--- src/rtl/hwt_output_monitor.sv ---
// Runtime tamper checker for the non-HWT stage: recomputes Y = D & ((A & B) | C) in a
// two-stage pipeline, counts samples/mismatches, sticky alarm. Optional macro: HWT_MON_LOG_EN.
module hwt_output_monitor #(
   parameter int CNT_W  = 8,
   parameter int THRESH = 1
) (
   input  logic             clk,
   input  logic             rst_n,
   input  logic             en,
   input  logic             clr,
   input  logic             smp_vld,
   input  logic             a,
   input  logic             b,
   input  logic             c,
   input  logic             d,
   input  logic             y,
   output logic             alarm,
   output logic [1:0]       state,
   output logic [CNT_W-1:0] mm_cnt,
   output logic [CNT_W-1:0] smp_cnt,
   output logic             smp_sat
`ifdef HWT_MON_LOG_EN
   ,
   output logic [3:0]       first_vec
`endif
);

   typedef enum logic [1:0] {
      ST_IDLE  = 2'b00,
      ST_ARMED = 2'b01,
      ST_ALARM = 2'b10
   } state_e;

   localparam logic [CNT_W-1:0] CNT_MAX  = '1;
   localparam logic [CNT_W-1:0] THRESH_C = CNT_W'(THRESH);

   function automatic logic [CNT_W-1:0] sat_inc(input logic [CNT_W-1:0] v);
      return (v == CNT_MAX) ? v : v + CNT_W'(1);
   endfunction

   state_e           state_q, state_d;
   logic [CNT_W-1:0] mm_cnt_q, mm_cnt_d;
   logic [CNT_W-1:0] smp_cnt_q, smp_cnt_d;
   logic             v1_q, v1_d;
   logic             a1_q, a1_d, b1_q, b1_d, c1_q, c1_d, d1_q, d1_d, y1_q, y1_d;
   logic             exp_s, mm_s, cnt_s;
   logic [CNT_W-1:0] mm_inc_s;

   always_comb begin
      // stage 1 capture; clr drops whatever is in flight
      v1_d = clr ? 1'b0 : smp_vld;
      a1_d = a;
      b1_d = b;
      c1_d = c;
      d1_d = d;
      y1_d = y;

      // stage 2 golden compare and qualification
      exp_s    = d1_q & ((a1_q & b1_q) | c1_q);
      mm_s     = v1_q & (y1_q != exp_s);
      cnt_s    = v1_q & (state_q == ST_ARMED);
      mm_inc_s = sat_inc(mm_cnt_q);

      state_d   = state_q;
      mm_cnt_d  = mm_cnt_q;
      smp_cnt_d = smp_cnt_q;

      if (clr) begin
         state_d   = ST_IDLE;
         mm_cnt_d  = '0;
         smp_cnt_d = '0;
      end else begin
         if (cnt_s) begin
            smp_cnt_d = sat_inc(smp_cnt_q);
            if (mm_s) mm_cnt_d = mm_inc_s;
         end
         case (state_q)
            ST_IDLE:  if (en) state_d = ST_ARMED;
            ST_ARMED: begin
               // a threshold-reaching mismatch wins over a simultaneous disarm
               if (cnt_s && mm_s && (mm_inc_s >= THRESH_C)) state_d = ST_ALARM;
               else if (!en)                                 state_d = ST_IDLE;
            end
            ST_ALARM: state_d = ST_ALARM;
            default:  state_d = ST_IDLE;
         endcase
      end
   end

   always_ff @(posedge clk or negedge rst_n) begin
      if (!rst_n) begin
         state_q   <= ST_IDLE;
         mm_cnt_q  <= '0;
         smp_cnt_q <= '0;
         v1_q      <= 1'b0;
         a1_q      <= 1'b0;
         b1_q      <= 1'b0;
         c1_q      <= 1'b0;
         d1_q      <= 1'b0;
         y1_q      <= 1'b0;
      end else begin
         state_q   <= state_d;
         mm_cnt_q  <= mm_cnt_d;
         smp_cnt_q <= smp_cnt_d;
         v1_q      <= v1_d;
         a1_q      <= a1_d;
         b1_q      <= b1_d;
         c1_q      <= c1_d;
         d1_q      <= d1_d;
         y1_q      <= y1_d;
      end
   end

`ifdef HWT_MON_LOG_EN
   logic [3:0] first_vec_q, first_vec_d;

   always_comb begin
      first_vec_d = first_vec_q;
      if (clr) first_vec_d = 4'b0000;
      else if (cnt_s && mm_s && (mm_cnt_q == '0)) first_vec_d = {a1_q, b1_q, c1_q, d1_q};
   end

   always_ff @(posedge clk or negedge rst_n) begin
      if (!rst_n) first_vec_q <= 4'b0000;
      else        first_vec_q <= first_vec_d;
   end

   assign first_vec = first_vec_q;
`endif

   assign state   = state_q;
   assign alarm   = (state_q == ST_ALARM);
   assign mm_cnt  = mm_cnt_q;
   assign smp_cnt = smp_cnt_q;
   assign smp_sat = (smp_cnt_q == CNT_MAX);

endmodule

--- config.mk ---
export PLATFORM = sky130hd
export DESIGN_NAME = hwt_output_monitor
export DESIGN_NICKNAME = d
export VERILOG_FILES = /design/src/rtl/hwt_output_monitor.sv
export SDC_FILE = /design/constraint.sdc
export NUM_CORES = 1
export LEC_CHECK = 0
export ABC_CLOCK_PERIOD_IN_PS = 2700
export CAP_MARGIN = 20
export CORE_MARGIN = 8
export CORE_UTILIZATION = 45
export CTS_CLUSTER_SIZE = 30
export DETAILED_ROUTE_END_ITERATION = 16
export GPL_ROUTABILITY_DRIVEN = 0
export PLACE_DENSITY = 0.74
export SLEW_MARGIN = 20
export SYNTH_ARGS = -nofsm -noshare
export SYNTH_HDL_FRONTEND = slang
export SYNTH_SLANG_ARGS = --single-unit
export TNS_END_PERCENT = 50
--- constraint.sdc ---
create_clock -name clk -period 2.7 [get_ports clk]
set_input_delay 0.405 -clock clk [delete_from_list [all_inputs] [get_ports clk]]
set_output_delay 0.405 -clock clk [all_outputs]
set_load 0.02 [all_outputs]
==> results of run 1 <==
[placed cells by master, fill, tap and decap left out, types with 2 or more instances in the layout]
cell,count
nor4b_1,2
clkdlybuf4s50_1,29
ha_1,2
nand4_1,6
xor2_1,5
nand2_1,11
o21ai_0,5
nor2_1,13
a21oi_2,2
dfrtp_1,24
a31oi_1,3
nor3_1,8
or3_1,2
nand3_1,5
and2_1,3
a21oi_1,9
clkbuf_4,3
and3_1,2
xnor2_1,2
[logic make-up after synthesis]
family | after synthesis | share of synthesized area
AOI/OAI and AO/OA | 22 | 0.114
xor gates and xnor gates | 7 | 0.0494
adders and majority gates | 2 | 0.0202
buffers and inverters | 9 | 0.0333
DFF | 24 | 0.484
muxes | 1 | 0.00806
and+or+nand+nor | 63 | 0.291
[path summary, 6_finish.rpt]
kind	startpoint	endpoint	cells past startpoint
hold / removal	rst_n	a1_q$_DFF_PN0_	2
min in group clk	d	d1_q$_DFF_PN0_	1
setup reg to reg	smp_cnt[0]$_DFFE_PN0P_	smp_cnt[7]$_DFFE_PN0P_	6
setup / recovery	smp_cnt[0]$_DFFE_PN0P_	smp_sat	4
hold reg to reg	state[1]$_DFFE_PN0P_	state[0]$_DFFE_PN0P_	1
max in group asynchronous	rst_n	smp_cnt[0]$_DFFE_PN0P_	2
[worst max-delay path: cells and delay by family, from the launching register on]
family | cells | cell delay (ns)
buffers and inverters | 1 | 0.60
DFF | 1 | 0.48
and+or+nand+nor | 2 | 0.38
adders and majority gates | 1 | 0.25
[final cells by class]
class	instances	area, um2
Clock buffer	4	36.3
Fill cell	243	1110
Inverter	1	3.75
Multi-Input combinational cell	95	599
Sequential cell	24	601
Tap cell	31	38.8
Timing Repair Buffer	30	298
[registers in the layout, summed over array words and instances, names as in the netlist]
signal   count
state        2
mm_cnt       8
v1_q         1
y1_q         1
a1_q         1
b1_q         1
d1_q         1
c1_q         1
smp_cnt      8
[synthesized netlist by cell type, drive strengths merged, types with 3 or more instances]
master	n	area [um2]
dfrtp	24	601
nor2	13	48.8
a21oi	11	62.6
nand2	11	41.3
nor3	8	40.0
clkbuf	7	26.3
nand4	6	37.5
nand3	5	25.0
o21ai	5	25.0
xor2	5	43.8
a31oi	3	18.8
and2	3	18.8
[metal layers]
layer | track usage | routed length (um) | up-vias
met1 | 0.140 | 1180 | 515
met4 | 0.0512 | 14 | 0
met3 | 0.0307 | 120 | 2
li1 | - | - | 509
met5 | 0 | 0 | -
met2 | 0.229 | 1450 | 18
[power breakdown]
group | internal [mW] | switching, mW | total (mW) | leakage, nW
sequential | 0.366 | 0.00571 | 0.372 | 0.321
combinational | 0.0223 | 0.0222 | 0.0445 | 0.299
clock | 0.0823 | 0.102 | 0.185 | 0.0210
total | 0.471 | 0.130 | 0.601 | 0.641
==> flow_metrics.py, run 1 <==
metrics = {
    "logic_synthesis": {
        "async_flop_share": 1.00,
        "yosysUniqueCellTypes": 35,
        "syn_nets": 140,
        "syn_area_um2": 1240,
        "ys_ff_latch": 24,
        "yosys_most_used_dff": "dfrtp_1",
        "synth_edf_count": 0,
        "synth_warnings": 0,
        "synth_area_per_cell_um2": 9.70,
        "netlist_instances": 128,
        "yosysSeqAreaShare": 0.484,
    },
    "floorplan": {
        "die-area_um2": 4690,
        "die_w_um": 68.5,
        "coreArea_um2": 2690,
        "initial_core_util": 0.462,
        "chipHeight_um": 68.5,
        "ios": 30,
        "rows": 19,
    },
    "sta": {
        "setup_viol": 0,
        "clock.fmax_mhz": 414,
        "hold_ws_ns": 0.427,
        "rsz0062_at_grt": "false",
        "min_period_ns": 2.41,
        "relSlewSlack": 0.540,
        "fin_crit_sh": 0.894,
        "clock_skew_ns": 0.00993,
        "final_max_slew_viol_count": 0,
        "finalHoldViolations": 0,
        "worst_pin_slew_ns": 0.688,
        "finalSetupTns_ns": 0,
        "fin_ws_ns": 0.286,
    },
    "finish": {
        "drive_above_1_share": 0.0844,
        "utilization": 0.587,
        "fin_area_um2": 1580,
        "syn2layout_area_growth_pct": 27.0,
        "nNetsFinal": 167,
        "antennaDiodeCount": 0,
        "layout.cells.non_filler": 185,
    },
    "pwr": {
        "power.leakage_nw": 0.641,
        "power_density_nw_per_um2": 381,
        "ir_drop_mv": 0.365,
        "power_mw": 0.601,
    },
    "worst_setup_path": {
        "required_ns": 2.30,
        "critPathKind": "reg2out",
        "start_kind": "flop",
        "path_cells": "ha_1 -> and4_1 -> and2_1 -> clkdlybuf4s50_1",
        "crit_path_end_kind": "output port",
        "crit_path_max_incr_delay_ns": 0.60,
        "cp.arrival_ns": 2.01,
        "reg2reg_slack_ns": 0.67,
        "crit_fanout": 6,
        "cp_slowest_cell": "clkdlybuf4s50_1",
    },
    "clocking": {
        "cts_buffers": 3,
        "tritoncts": "yes",
        "cts-hold-fix-buffers": 0,
        "clk_latency_ns": 0.31,
        "postCtsResizedCells": 0,
        "cts_sinks": 24,
        "path_clk_slew_ns": 0.13,
        "h-tree-depth": 1,
        "cts_buffer_depth": 2,
        "root_buffer": "clkbuf_4",
        "cts_setup_buffers": 0,
    },
    "route": {
        "routed_wl_um": 2760,
        "drc": 0,
        "vias": 1044,
        "drtPass1Iterations": 3,
        "drt_iter0_markers": 106,
        "via_per_inst": 5.64,
        "wl_per_cell_um": 14.9,
        "ant_nets": 0,
    },
    "global_routing": {
        "grt_antenna_before_repair": 0,
        "grt_max_degree": 25,
        "first_global_vias": 1050,
        "grt_pass1_wl_um": 4620,
        "track_usage": 0.127,
        "grt_overflow": 0,
    },
    "place": {
        "dpl_cell_area_um2": 1540,
        "place_inst": 181,
        "dp_hpwl_um": 2080,
        "pre_cts_ws_ns": 0.658,
        "portBuffers": 29,
    },
    "run_status": {
        "status": "complete, no violations",
    },
    "job": {
        "maxCapViolCount": 0,
    },
    "hold_path": {
        "hold_class": "in2async",
    },
}
No activity file was read; power rests on OpenSTA's default activity.
==> run 2, diff against run 1 <==
ABC_CLOCK_PERIOD_IN_PS = 2300   (was 2700)
CORE_ASPECT_RATIO = 0.5   (was not set)
clock period = 2.3 ns   (was 2.7 ns; I/O delays follow)
==> run 2 against run 1 <==
Effect of this change: sequential cell count did not move; die area rose by 2.2%; register-to-register slack got worse by 0.30 ns; critical endpoint is now mm_cnt[5]$_DFFE_PN0P_; critical path type is now reg2reg; final cell count rose by 3.8%; worst hold slack got worse by 0.00066 ns; largest cell class unchanged; critical path depth rose by 1.
==> flow_metrics.py, run 2 (same netlist as run 1, synthesis figures left out) <==
metrics = {
    "pwr": {
        "p_sw_frac": 0.215,
        "p_seq_frac": 0.562,
        "power.internal_mw": 0.609,
        "power.leakage_nw": 0.672,
        "comb_power_share": 0.069,
        "p_sw_mw": 0.167,
        "power_density_nw_per_um2": 481,
        "ir_drop_mv": 0.319,
        "pwr-share-clk": 0.369,
    },
    "finish": {
        "final_common_cell": "clkdlybuf4s50_1",
        "antennaDiodeCount": 0,
        "syn2layout_area_growth_pct": 30.0,
        "layout_common_cells": "28 x clkdlybuf4s50_1, 23 x dfrtp_1, 13 x nor2_1",
        "multiInputGateArea_um2": 599,
        "nNetsFinal": 168,
        "drive_above_1_share": 0.0968,
        "num-fill-cells": 229,
        "regArea_um2": 602,
    },
    "clocking": {
        "cts_buffer_depth": 2,
        "root_buffer": "clkbuf_8",
        "tritoncts": "yes",
        "cts_setup_buffers": 0,
        "postCtsResizedCells": 0,
        "h-tree-depth": 1,
        "cts_sinks": 24,
        "clk_latency_ns": 0.27,
        "cts-hold-fix-buffers": 0,
        "path_clk_slew_ns": 0.09,
        "cts_buffers": 3,
    },
    "sta": {
        "finalSetupTns_ns": 0,
        "relSlewSlack": 0.499,
        "fin_ws_ns": 0.373,
        "fin_crit_sh": 0.838,
        "worst_pin_slew_ns": 0.750,
        "min_period_ns": 1.93,
        "clock.fmax_mhz": 519,
        "finalHoldViolations": 0,
        "clock_skew_ns": 0.00989,
        "setup_viol": 0,
        "rsz0062_at_grt": "false",
        "final_max_slew_viol_count": 0,
    },
    "route": {
        "drc": 0,
        "wl_per_cell_um": 14.3,
        "drt_iter0_markers": 57,
        "via_per_inst": 5.41,
        "vias": 1039,
        "drtPass1Iterations": 4,
        "routed_wl_um": 2740,
        "ant_nets": 0,
    },
    "global_routing": {
        "first_global_vias": 998,
        "grt_overflow": 0,
        "grt_pass1_wl_um": 4690,
        "track_usage": 0.120,
        "grt_antenna_before_repair": 0,
        "grt_max_degree": 25,
    },
    "run_status": {
        "status": "complete, no violations",
    },
    "floorplan": {
        "ios": 30,
        "initial_core_util": 0.477,
        "die_w_um": 90.3,
        "coreArea_um2": 2600,
        "die-area_um2": 4800,
        "chipHeight_um": 53.1,
        "rows": 13,
    },
    "worst_setup_path": {
        "critical_path_buf_inv_count": 0,
        "path_cells": "nand3b_4 -> or4_4 -> and2_1 -> o41ai_2 -> a21oi_1",
        "crit_path_max_incr_delay_ns": 0.51,
        "rr_startpoint": "state[1]$_DFFE_PN0P_",
        "crit_path_end_kind": "flop",
        "cp.arrival_ns": 2.05,
        "cp_slowest_cell": "or4_4",
        "start_kind": "flop",
        "required_ns": 2.42,
        "critPathKind": "reg2reg",
        "crit_family": "simple AND/OR/NAND/NOR gates",
        "crit_fanout": 6,
        "worstSetupStartpoint": "state[1]$_DFFE_PN0P_",
    },
    "place": {
        "pre_cts_ws_ns": 0.314,
        "portBuffers": 29,
        "dp_hpwl_um": 1940,
    },
    "job": {
        "maxCapViolCount": 0,
    },
    "hold_path": {
        "hold_class": "in2async",
    },
}
## run 2: changes by cell type in the layout (fill, tap and decap cells not counted)
cell             previous run  this run
clkbuf_4                    3         0
clkdlybuf4s50_1            29        28
buf_4                       1         2
dfrtp_1                    24        23
dlymetal6s2s_1              0         1
dfrtp_2                     0         1
clkbuf_8                    1         4
## run 2: path summary, 6_finish.rpt
| kind | endpoint | slack [ns] | cells past startpoint |
|---|---|---|---|
| min in group clk | state[0]$_DFFE_PN0P_ | 0.50 | 1 |
| worst max-delay path | mm_cnt[5]$_DFFE_PN0P_ | 0.37 | 5 |
| worst min register to register | state[0]$_DFFE_PN0P_ | 0.50 | 1 |
| worst max register to register | mm_cnt[5]$_DFFE_PN0P_ | 0.37 | 5 |
| max in group asynchronous | smp_cnt[0]$_DFFE_PN0P_ | 1.61 | 2 |
| worst min-delay path | state[0]$_DFFE_PN0P_ | 0.43 | 2 |
## run 2: final cells by class
cell class                 instances  area share
clock buffer                       4      0.0341
inverter                           1     0.00233
multi-input combinational         95       0.371
sequential                        24       0.373
tap                               37      0.0287
timing repair buffer              31       0.191
## run 2: worst reg2reg max path, stage by stage (launching register included)
cell and delay, ns:
dfrtp_1 0.42, nand3b_4 0.17, or4_4 0.51, and2_1 0.25, o41ai_2 0.34, a21oi_1 0.10
## run 2: routing by layer
layer / track usage / part of all wire
met1: 0.149 / 0.49
met2: 0.207 / 0.47
met4: 0.0245 / 0.0069
met3: 0.0352 / 0.039
met5: 0 / 0
## run 2: metrics by stage
step           power (mW)   util  hold slack, ns  area (um2)  cells
3_5_place_dp        0.499  0.598           0.505        1560    188
6_report            0.776  0.620           0.426        1610    192
3_3_place_gp        0.498  0.598           0.491        1560    188
5_1_grt             0.810  0.620           0.456        1610    192
4_1_cts             0.783  0.619           0.435        1610    192
2_1_floorplan       0.464      -          0.0494        1240    128
## run 2: power groups by stage
stage | Combinational [mW] | Sequential (mW) | Clock [mW]
2_1_floorplan | 0.0172 | 0.446 | 0
3_3_place_gp | 0.0544 | 0.444 | 0
3_5_place_dp | 0.0545 | 0.444 | 0
4_1_cts | 0.0548 | 0.436 | 0.292
5_1_grt | 0.0595 | 0.437 | 0.314
6_report | 0.0537 | 0.436 | 0.286
==> run 3, diff against run 2 <==
ABC_CLOCK_PERIOD_IN_PS = 1780   (was 2300)
clock period = 1.78 ns   (was 2.3 ns; I/O delays follow)
==> run 3 against run 2 <==
Effect of this change: largest power group unchanged; combinational power grew 47%; sequential share of layout area shrank 2.9 points; wire length grew 6.5%; global-route usage grew 0.84 points; count of clock-buffer cells in the layout shrank 1; the flow now finishes with violations (negative setup slack); first-iteration DRC count shrank 14%; register-to-register slack lost 0.42 ns.
==> flow_metrics.py, run 3 (same netlist as run 1, synthesis figures left out) <==
metrics = {
    "floorplan": {
        "die_w_um": 90.3,
        "initial_core_util": 0.477,
        "chipHeight_um": 53.1,
        "die-area_um2": 4800,
        "ios": 30,
        "rows": 13,
        "coreArea_um2": 2600,
    },
    "pwr": {
        "power_density_nw_per_um2": 636,
        "power.leakage_nw": 0.748,
        "ir_drop_mv": 0.369,
        "power_mw": 1.12,
    },
    "hold_path": {
        "hold_class": "in2async",
    },
    "finish": {
        "syn2layout_area_growth_pct": 41.5,
        "layout_common_cells": "27 x clkdlybuf4s50_1, 21 x dfrtp_1, 17 x buf_4",
        "layout.cells.non_filler": 207,
        "drive_above_1_share": 0.212,
        "num-fill-cells": 216,
        "final_common_cell": "clkdlybuf4s50_1",
        "fin_area_um2": 1760,
        "nNetsFinal": 183,
        "antennaDiodeCount": 0,
    },
    "place": {
        "portBuffers": 29,
        "dp_hpwl_um": 2180,
        "place_inst": 203,
        "dpl_cell_area_um2": 1670,
    },
    "run_status": {
        "violations": "negative setup slack",
        "status": "complete, but fails checks",
    },
    "global_routing": {
        "grt_max_degree": 25,
        "grt_antenna_before_repair": 0,
        "grt_overflow": 0,
        "track_usage": 0.129,
        "first_global_vias": 1105,
        "grt_pass1_wl_um": 5000,
    },
    "route": {
        "drt_iter0_markers": 49,
        "drc": 0,
        "routed_wl_um": 2920,
        "drtPass1Iterations": 4,
        "vias": 1150,
        "wl_per_cell_um": 14.1,
        "via_per_inst": 5.56,
        "ant_nets": 0,
    },
    "worst_setup_path": {
        "start_kind": "flop",
        "crit_fanout": 6,
        "cp.arrival_ns": 1.97,
        "required_ns": 1.92,
        "crit_path_end_kind": "flop",
        "critPathKind": "reg2reg",
    },
    "sta": {
        "worst_pin_slew_ns": 0.493,
        "clock.fmax_mhz": 547,
        "finalSetupTns_ns": -0.0476,
        "relSlewSlack": 0.671,
        "min_period_ns": 1.83,
        "clock_skew_ns": 0.00426,
        "fin_crit_sh": 1.03,
        "hold_ws_ns": 0.366,
        "final_max_slew_viol_count": 0,
        "rsz0062_at_grt": "true",
        "setup_viol": 1,
        "fin_ws_ns": -0.0476,
        "finalHoldViolations": 0,
    },
    "job": {
        "maxCapViolCount": 0,
    },
    "clocking": {
        "h-tree-depth": 1,
        "cts_buffers": 3,
        "root_buffer": "clkbuf_8",
        "path_clk_slew_ns": 0.09,
        "cts_sinks": 24,
        "tritoncts": "yes",
        "cts_buffer_depth": 2,
        "cts-hold-fix-buffers": 0,
        "cts_setup_buffers": 0,
        "clk_latency_ns": 0.27,
    },
}
==> run 3: critical path: stages (launching register included) <==
cell and delay [ns]:
dfrtp_2 0.41, nand3b_4 0.15, or4_4 0.51, and2_4 0.21, o41ai_4 0.35, a21oi_2 0.08
==> run 3: per-stage QoR <==
stage / worst slack, ns / utilization
after global routing: -0.133 / 0.675
after CTS: -0.0497 / 0.671
after floorplan: -0.156 / -
after global placement: -0.00132 / 0.643
after detailed placement: -0.0383 / 0.643
final: -0.0476 / 0.675
==> run 3: what timing repair did <==
item,4_1_cts,5_1_grt
gates cloned,0,0
gates resized for setup,4,5
pin swaps,1,2
endpoints found under the setup margin,3,9
==> run 3: layer usage <==
metal  wire length [um]  global-route usage
met1               1290               0.146
met2               1440               0.240
met3                153              0.0324
met4                 37              0.0409
met5                  0                   0
==> run 3: path summary, 6_finish.rpt <==
| path | cells after the start | start | slack (ns) | end |
|---|---|---|---|---|
| setup / recovery | 5 | state[1]$_DFFE_PN0P_ | -0.05 | mm_cnt[5]$_DFFE_PN0P_ |
| hold / removal | 2 | rst_n | 0.37 | state[0]$_DFFE_PN0P_ |
| setup reg to reg | 5 | state[1]$_DFFE_PN0P_ | -0.05 | mm_cnt[5]$_DFFE_PN0P_ |
| hold reg to reg | 2 | state[1]$_DFFE_PN0P_ | 0.56 | state[0]$_DFFE_PN0P_ |
| max in group asynchronous | 2 | rst_n | 1.16 | state[1]$_DFFE_PN0P_ |
| min in group clk | 1 | c | 0.43 | c1_q$_DFF_PN0_ |
==> run 3: report_power, final <==
part | internal [mW] | total [mW] | switching (mW)
Clock | 0.301 | 0.478 | 0.177
Combinational | 0.0401 | 0.0789 | 0.0388
Sequential | 0.555 | 0.561 | 0.00631
==> run 3: area by class of cell <==
class	count	area [um2]	area share
clock buffer	3	41.3	0.0235
inverter	1	3.75	0.00214
timing repair buffer	46	412	0.234
sequential	24	604	0.344
tap	37	46.3	0.0264
multi-input combinational	95	619	0.353
clock inverter	1	30.0	0.0171
